File: src/rtl/ysyx_22040895_immgen_pipe.sv
// RISC-V immediate generator with a 1-cycle output register and a skid register.
// Accepts one beat per cycle; in_ready_o is registered, so the first stalled beat lands in the skid slot.
module ysyx_22040895_immgen_pipe #(
    parameter int XLEN  = 64,
    parameter int TAG_W = 64
) (
    input  logic             clk,
    input  logic             rst,
    input  logic             flush_i,
    input  logic             in_valid_i,
    output logic             in_ready_o,
    input  logic [31:0]      in_inst_i,
    input  logic [2:0]       in_fmt_i,
    input  logic [TAG_W-1:0] in_tag_i,
    output logic             out_valid_o,
    input  logic             out_ready_i,
    output logic [XLEN-1:0]  out_imm_o,
    output logic [TAG_W-1:0] out_tag_o
);

    generate
        if (XLEN != 32 && XLEN != 64) begin : g_bad_xlen
            $error("ysyx_22040895_immgen_pipe: XLEN must be 32 or 64");
        end
    endgenerate

    localparam logic [2:0] FMT_I  = 3'd1;
    localparam logic [2:0] FMT_S  = 3'd2;
    localparam logic [2:0] FMT_B  = 3'd3;
    localparam logic [2:0] FMT_U  = 3'd4;
    localparam logic [2:0] FMT_J  = 3'd5;
    localparam logic [2:0] FMT_Z  = 3'd6;
    localparam logic [2:0] FMT_SH = 3'd7;

    logic [XLEN-1:0]  asm_imm;
    logic             in_xfer;
    logic             out_xfer;

    logic             m_vld_q, m_vld_d;
    logic [XLEN-1:0]  m_imm_q, m_imm_d;
    logic [TAG_W-1:0] m_tag_q, m_tag_d;
    logic             k_vld_q, k_vld_d;
    logic [XLEN-1:0]  k_imm_q, k_imm_d;
    logic [TAG_W-1:0] k_tag_q, k_tag_d;

    // The opcode field is decoded elsewhere; the format select replaces it here.
    logic unused_opcode;
    assign unused_opcode = ^in_inst_i[6:0];

    always_comb begin
        asm_imm = '0;
        case (in_fmt_i)
            FMT_I: begin
                asm_imm        = {XLEN{in_inst_i[31]}};
                asm_imm[11:0]  = in_inst_i[31:20];
            end
            FMT_S: begin
                asm_imm        = {XLEN{in_inst_i[31]}};
                asm_imm[11:0]  = {in_inst_i[31:25], in_inst_i[11:7]};
            end
            FMT_B: begin
                asm_imm        = {XLEN{in_inst_i[31]}};
                asm_imm[12:0]  = {in_inst_i[31], in_inst_i[7], in_inst_i[30:25],
                                  in_inst_i[11:8], 1'b0};
            end
            FMT_U: begin
                asm_imm        = {XLEN{in_inst_i[31]}};
                asm_imm[31:0]  = {in_inst_i[31:12], 12'b0};
            end
            FMT_J: begin
                asm_imm        = {XLEN{in_inst_i[31]}};
                asm_imm[20:0]  = {in_inst_i[31], in_inst_i[19:12], in_inst_i[20],
                                  in_inst_i[30:21], 1'b0};
            end
            FMT_Z: asm_imm[4:0] = in_inst_i[19:15];
            FMT_SH: begin
                if (XLEN == 64) asm_imm[5:0] = in_inst_i[25:20];
                else            asm_imm[4:0] = in_inst_i[24:20];
            end
            default: asm_imm = '0;
        endcase
    end

    assign in_ready_o  = rst & ~k_vld_q;
    assign in_xfer     = in_valid_i & in_ready_o;
    assign out_valid_o = m_vld_q;
    assign out_xfer    = m_vld_q & out_ready_i;
    assign out_imm_o   = m_vld_q ? m_imm_q : '0;
    assign out_tag_o   = m_vld_q ? m_tag_q : '0;

    always_comb begin
        m_vld_d = m_vld_q;
        m_imm_d = m_imm_q;
        m_tag_d = m_tag_q;
        k_vld_d = k_vld_q;
        k_imm_d = k_imm_q;
        k_tag_d = k_tag_q;
        if (flush_i) begin
            m_vld_d = 1'b0;
            k_vld_d = 1'b0;
        end else if (k_vld_q) begin
            // Skid occupied: in_ready_o is low, so only the K->M move can happen.
            if (out_xfer) begin
                m_imm_d = k_imm_q;
                m_tag_d = k_tag_q;
                k_vld_d = 1'b0;
            end
        end else if (!m_vld_q || out_xfer) begin
            m_vld_d = in_xfer;
            if (in_xfer) begin
                m_imm_d = asm_imm;
                m_tag_d = in_tag_i;
            end
        end else if (in_xfer) begin
            k_vld_d = 1'b1;
            k_imm_d = asm_imm;
            k_tag_d = in_tag_i;
        end
    end

    always_ff @(posedge clk or negedge rst) begin
        if (!rst) begin
            m_vld_q <= 1'b0;
            m_imm_q <= '0;
            m_tag_q <= '0;
            k_vld_q <= 1'b0;
            k_imm_q <= '0;
            k_tag_q <= '0;
        end else begin
            m_vld_q <= m_vld_d;
            m_imm_q <= m_imm_d;
            m_tag_q <= m_tag_d;
            k_vld_q <= k_vld_d;
            k_imm_q <= k_imm_d;
            k_tag_q <= k_tag_d;
        end
    end

endmodule

File: config.mk
export PLATFORM = sky130hd
export DESIGN_NAME = ysyx_22040895_immgen_pipe
export DESIGN_NICKNAME = d
export VERILOG_FILES = /design/src/rtl/ysyx_22040895_immgen_pipe.sv
export SDC_FILE = /design/constraint.sdc
export NUM_CORES = 1
export LEC_CHECK = 0
export CORE_AREA = 5 5 162 164
export CTS_BUF_LIST = sky130_fd_sc_hd__clkbuf_2
export DETAILED_ROUTE_END_ITERATION = 12
export DIE_AREA = 0 0 167 169
export GPL_TIMING_DRIVEN = 0
export PLACE_DENSITY = 0.7
export SLEW_MARGIN = 25
export SYNTH_ARGS = -nofsm -noshare
export SYNTH_HDL_FRONTEND = slang
export SYNTH_SLANG_ARGS = --single-unit
File: constraint.sdc
create_clock -name clk -period 4.8 [get_ports clk]
set_clock_uncertainty 0.05 [all_clocks]
set_input_delay 0.72 -clock clk [delete_from_list [all_inputs] [get_ports clk]]
set_output_delay 0.72 -clock clk [all_outputs]
set_load 0.02 [all_outputs]
==> metrics, run 1 <==
status=complete, no violations; cell family with most CP delay=buffers and inverters; Syn Nets=approximately 990; arrival time worst endpoint=3.28 ns; Fin. Hold Viols=0; Resize count post-CTS=0; fin crit period=between 4 and 5 ns; distinct cell type count after synthesis=37; sequential share of the synthesized area=0.503; pwr dens=between 300 and 400 nW/um^2; slowest cell on the critical path=clkdlybuf4s50_1; core area=24700 sq um; Adder-Cell Fraction of Synth Area=0; startpoint types=flop; Leakage=5.65 nW; post-synthesis simple-gate area fraction=0.137; vias after detailed routing=7458; CTS root buffer=clkbuf_2; Synth Instances=between 800 and 900; grt total ovfl=0; crit-path max FO=33; Place WS=1.22 ns; CP max stage delay=about 0.61 ns; TritonCTS clock tree=built; post-CTS setup buffer count=0; Cell Area, Synth=approximately 9700 sq um; Synth area leaders=dfrtp_1, mux2_4, mux2i_1, and2_1, o21ai_0; Post-synth ARST share=1.00; Worst Path Required=slightly above 4 ns; CTS Hold Bufs=1; Non-Filler Instances=1480; Relative slew margins=0.451; Worst Max-Slew Pin Slew=between 0.8 and 0.9 ns; total power=3.82 mW; number of buffers and inverters on the critical path=4; Site Rows=a little under 60; I/O pin count=between 200 and 250; latest clock arrival within the worst-skew pair=0.80 ns; worst hold path type=input port to asynchronous set/reset pin; Final setup viols=0; post-synth top area cell=dfrtp_1; Worst setup EP type=output pin; DRC viols=0; mux share of post-synthesis cell area=0.195; Peak VDD IR=between 0.1 and 0.15 mV; first-pass GRT wire length=a little over 40000 um; Clock Sinks=between 150 and 200; Post-DP HPWL=between 15000 and 20000 um; Clk pin slew, worst setup/hold paths=around 0.35 ns; Yosys Warn Count=0; Slew Viols, Final=0; hold_ws=a little over 0.2 ns; DIE HEIGHT=169 um; DR vias/cell=5.04; complex-gate fraction of the synthesized area=0.106; EDFF count, synth=0; Num CTS Buffers=17; worst path cell trace=buf_2 > clkbuf_1 > and2_2 > buf_4 > clkdlybuf4s50_1; initial antenna violation count=1; Syn-to-layout area delta=31.3%; vias in the first global route=approximately 7500; synthesized flop and latch total=a little under 200; die width=between 150 and 200 um; drt total wl=around 26000 um; Cells after DPL=about 1400; fin crit share=0.844; drt first pass iters=4; number of port buffers=approximately 220; predominant post-synthesis flop cell=dfrtp_1; initial core utilization=0.390; full die area=28200 sq um; unrepaired setup endpoints after global routing=false; Fmax=0.247 GHz; Routed wire per std cell=between 15 and 20 um; Synth Area in XOR/XNOR=0; layout cell share with drive strength beyond 1=0.147; Global Route Usage Sum=0.184; kind of critical path=flop to output pin; Max clock buf depth=2; max_cap viols=0; Iter 0 DRT Violations=approximately 600; Synth top area share=0.503; GP Congestion=0.824; final setup margin=about 0.75 ns; DRT antenna net count=0; CTS HTree Levels=4; Avg Cell Area, Syn=between 10 and 15 sq um; number of nets in the layout=between 1000 and 1500; largest net degree at the start of global routing=between 90 and 100; largest family of logic cells by synthesized area=multiplexers
cells in the final DEF, fill, tap and decap left out, types with 3 or more instances in the layout:
cell             instances
dfrtp_1                194
nor2b_1                  5
mux2_2                  11
clkbuf_1                49
o2bb2ai_1                5
a32oi_1                  4
buf_4                   33
buf_2                    7
buf_6                    8
nand3_1                 12
a211oi_1                 4
o21ai_0                 97
nand2_1                110
inv_8                    4
o211ai_1                 6
o21ai_1                  4
nor2_1                  23
and2_1                  96
a22o_1                   4
inv_6                    5
nand2b_1                13
mux2_4                  70
mux2i_1                 71
o31ai_1                  3
a21oi_1                 28
a31oi_1                 17
clkbuf_2                17
clkinv_8                 3
clkdlybuf4s50_1        223
state kept, by name, indices dropped and copies added, names as in the netlist:
register / flops
k_imm_q: 32
m_imm_q: 32
k_tag_q: 64
m_tag_q: 64
k_vld_q: 1
out_valid_o: 1
final cells by class:
cell class              instances  area [sq um]
plain buffers                  98           561
fillers                      2253         12100
well taps                     330           413
flip-flops and latches        194          4850
clock inverters                15           205
clock buffers                  17          85.1
inverters                       3          11.3
repair buffers                227          2310
multi-input cells             595          4240
diodes                          1          2.50
through the flow:
stage | cell area (sq um) | TNS [ns] | utilization
2_1_floorplan | 9660 | 0 | -
3_3_place_gp | 12300 | -2038.74 | 0.498
3_5_place_dp | 12400 | 0 | 0.500
4_1_cts | 12700 | 0 | 0.512
5_1_grt | 12700 | 0 | 0.512
6_report | 12700 | 0 | 0.512
Yosys cell counts (3+ instances only):
library cell and number:
a211oi_1 4, a21oi_1 28, a22o_1 4, a31oi_1 17, a32oi_1 4, and2_1 97
buf_2 7, buf_4 33, buf_6 8, clkbuf_1 49, dfrtp_1 194, mux2_2 11
mux2_4 70, mux2i_1 71, nand2_1 110, nand2b_1 13, nand3_1 12, nor2_1 23
nor2b_1 5, o211ai_1 6, o21ai_0 97, o21ai_1 4, o2bb2ai_1 5, o31ai_1 3
power breakdown:
group          total [mW]  internal (mW)  leakage (nW)  switching, mW
Sequential           2.05           1.91          2.50          0.138
Clock               0.924          0.278         0.167          0.646
Combinational       0.848          0.454          2.98          0.393
Total                3.82           2.65          5.65           1.18
path summary, 6_finish.rpt:
path	from	to	slack, ns	depth (start not counted)
setup / recovery	out_valid_o	out_imm_o[41]	0.75	5
hold / removal	rst	k_tag_q[41]	0.21	2
setup reg to reg	out_valid_o	m_imm_q[1]	2.40	7
hold reg to reg	m_tag_q[21]	m_tag_q[21]	0.46	2
max in group asynchronous	rst	k_imm_q[14]	3.30	4
min in group clk	in_fmt_i[2]	k_imm_q[62]	0.33	4
cells by family (layout without fill, tap and decap cells):
family	count (synthesis)	in the layout
buffers and inverters	101	360
AOI/OAI and AO/OA	179	179
DFF	194	194
other	0	1
and+or+nand+nor	264	264
muxes	152	152
metal layers:
layer | global-route usage | vias up | part of all wire
li1 | - | 3523 | -
met1 | 0.252 | 3697 | 0.45
met2 | 0.301 | 217 | 0.48
met3 | 0.0397 | 21 | 0.053
met4 | 0.0409 | 0 | 0.014
met5 | 0 | - | 0
No activity file was read; power rests on OpenSTA's default activity.
==> run 2: changes to the inputs <==
- PLACE_DENSITY: 0.7 -> 0.73
- clock period: 4.8 -> 3.5 ns (I/O delays scaled with it)
==> run 2 against run 1 <==
  * First-iteration DRC count is 5.1% lower
  * Flip-flop and latch count is the same
  * Worst setup slack worse by 0.54 ns
  * Routed wire length increased by 1.2%
  * Critical path depth is 1 lower
  * Combinational power is 40% higher
  * Sequential share of layout area is 0.51 points lower
  * Non-clock buffer count rose by 6
  * Highest routed layer unchanged
==> metrics, run 2 (synthesis gave the netlist of run 1 again) <==
TritonCTS clock tree=built; Routed wire per std cell=around 18 um; Final Util=0.519; Peak VDD IR=about 0.20 mV; Sw Share=0.324; max_cap viols=0; largest net degree at the start of global routing=92; Fin. Hold Viols=0; initial antenna violation count=1; CP Depth=4; DRT antenna net count=0; Worst Path Required=roughly 2.9 ns; Worst setup EP type=output pin; Cells after DPL=between 1000 and 1500; GP Congestion=~0.84; startpoint types=flop; DRC viols=0; worst reg2reg startpoint=out_valid_o; Final setup viols=0; slowest cell on the critical path=clkdlybuf4s50_1; drt first pass iters=5; Iter 0 DRT Violations=about 570; Worst Max-Slew Pin Slew=around 0.87 ns; R2R depth=6; Clk pwr share=0.236; Design Area, Final=12900 sq um; initial core utilization=0.390; DIE HEIGHT=between 150 and 200 um; Internal=approximately 3.5 mW; I/O pin count=234; CTS root buffer=clkbuf_2; Clk pin slew, worst setup/hold paths=approximately 0.34 ns; layout cell share with drive strength beyond 1=0.156; Fmax=a little over 0.3 GHz; logic gate share of total power=0.227; first-pass GRT wire length=approximately 42000 um; Num CTS Buffers=17; Seq pwr share=0.537; R2R Path End=m_tag_q[18]; pwr dens=around 410 nW/um^2; fin crit share=0.941; worst path cell trace=clkbuf_4 > clkbuf_1 > and2_1 > clkdlybuf4s50_1; CP max stage delay=approximately 0.67 ns; number of port buffers=224; fillers=2209; biggest regs=k_tag_q (64), m_tag_q (64); Post-DP HPWL=slightly below 20000 um; register area=4850 sq um; CTS HTree Levels=4; Clock Sinks=~190; latest clock arrival within the worst-skew pair=0.80 ns; Worst Setup SP=out_valid_o; commonest non-fill, non-tap cells in the layout=clkdlybuf4s50_1, dfrtp_1, nand2_1; crit-path max FO=10; Max clock buf depth=2; DR vias/cell=between 4 and 5; fin crit period=3.29 ns; Multi-input gate area=around 4300 sq um; R2R Setup Slk=roughly 1.1 ns; kind of critical path=flop to output pin; vias in the first global route=about 7700; CP endpoint=out_imm_o[12]; Global Route Usage Sum=0.186; Slew Viols, Final=0; status=complete, no violations; drt total wl=between 20000 and 30000 um; number of buffers and inverters on the critical path=3; unrepaired setup endpoints after global routing=false; arrival time worst endpoint=between 2 and 3 ns; commonest non-fill, non-tap cell in the layout=clkdlybuf4s50_1; worst hold path type=input port to asynchronous set/reset pin; core area=approximately 25000 sq um; die width=roughly 170 um; vias after detailed routing=7426; Non-Filler Instances=around 1500; Syn-to-layout area delta=33.0%; Relative slew margins=0.420; number of nets in the layout=approximately 1200; full die area=between 20000 and 30000 sq um; Site Rows=58; Psw=1.70 mW; Leakage=between 5 and 6 nW; grt total ovfl=0; cell family with most CP delay=buffers and inverters; Placed Area=between 10000 and 15000 sq um
## run 2: cell types whose count changed in the layout (fill, tap and decap cells not counted), sizes merged
cell,change
clkbuf,-1
clkinvlp,-1
buf,+6
dlygate4sd3,+1
bufinv,-2
clkinv,+3
and2,+2
## run 2: worst min-delay path, stage by stage
cell	delay (ns)
buf_8	0.07
buf_12	0.09
buf_12	0.09
buf_12	0.08
buf_12	0.10
buf_16	0.11
buf_16	0.34
## run 2: power by group through the flow
stage	sequential (mW)	combinational, mW	clock (mW)
5_1_grt	2.87	1.31	1.37
2_1_floorplan	2.80	0.706	0
6_report	2.82	1.19	1.24
3_5_place_dp	2.86	1.18	0
4_1_cts	2.82	1.21	1.27
3_3_place_gp	2.85	1.14	0
## run 2: worst min-delay path by stage
stage,slack [ns],startpoint,end,cells after the start
after floorplan,0.18,rst,k_imm_q[0],0
after global placement,0.41,m_tag_q[6],m_tag_q[6],2
after detailed placement,0.38,rst,k_tag_q[41],1
after CTS,0.03,rst,m_imm_q[1],7
after global routing,0.03,rst,k_tag_q[9],7
final,0.11,rst,k_tag_q[9],7
## run 2: routing by layer
layer  vias up  GRT usage  part of all wire
li1       3533          -                 -
met1      3630      0.249              0.44
met2       234      0.313              0.49
met3        29     0.0362             0.053
met4         0     0.0434             0.016
met5         -          0                 0
## run 2: cell type report
type / instances / share of cell area
Antenna cell: 1 / 0.000195
Buffer: 96 / 0.0436
Clock buffer: 17 / 0.00662
Clock inverter: 15 / 0.0157
Inverter: 3 / 0.000876
Multi-Input combinational cell: 597 / 0.331
Sequential cell: 194 / 0.378
Tap cell: 330 / 0.0321
Timing Repair Buffer: 235 / 0.192
## run 2: stage by stage
| stage | TNS (ns) | hold slack (ns) | power (mW) | worst slack [ns] |
|---|---|---|---|---|
| after floorplan | 0 | 0.179 | 3.51 | 1.01 |
| after global placement | -2449.86 | 0.405 | 3.99 | -6.55 |
| after detailed placement | 0 | 0.375 | 4.03 | 0.0862 |
| after CTS | 0 | 0.0344 | 5.30 | 0.0246 |
| after global routing | 0 | 0.0304 | 5.55 | 0.00371 |
| final | 0 | 0.107 | 5.25 | 0.205 |
## run 2: timing repair
item / CTS / global route
hold buffers: 9 / 0
setup buffers: 0 / 0
gates resized for setup: 6 / 1
cloned: 1 / 1
hold endpoints to repair: 106 / 0
pin swaps: 1 / 0
setup endpoints to repair: 48 / 46
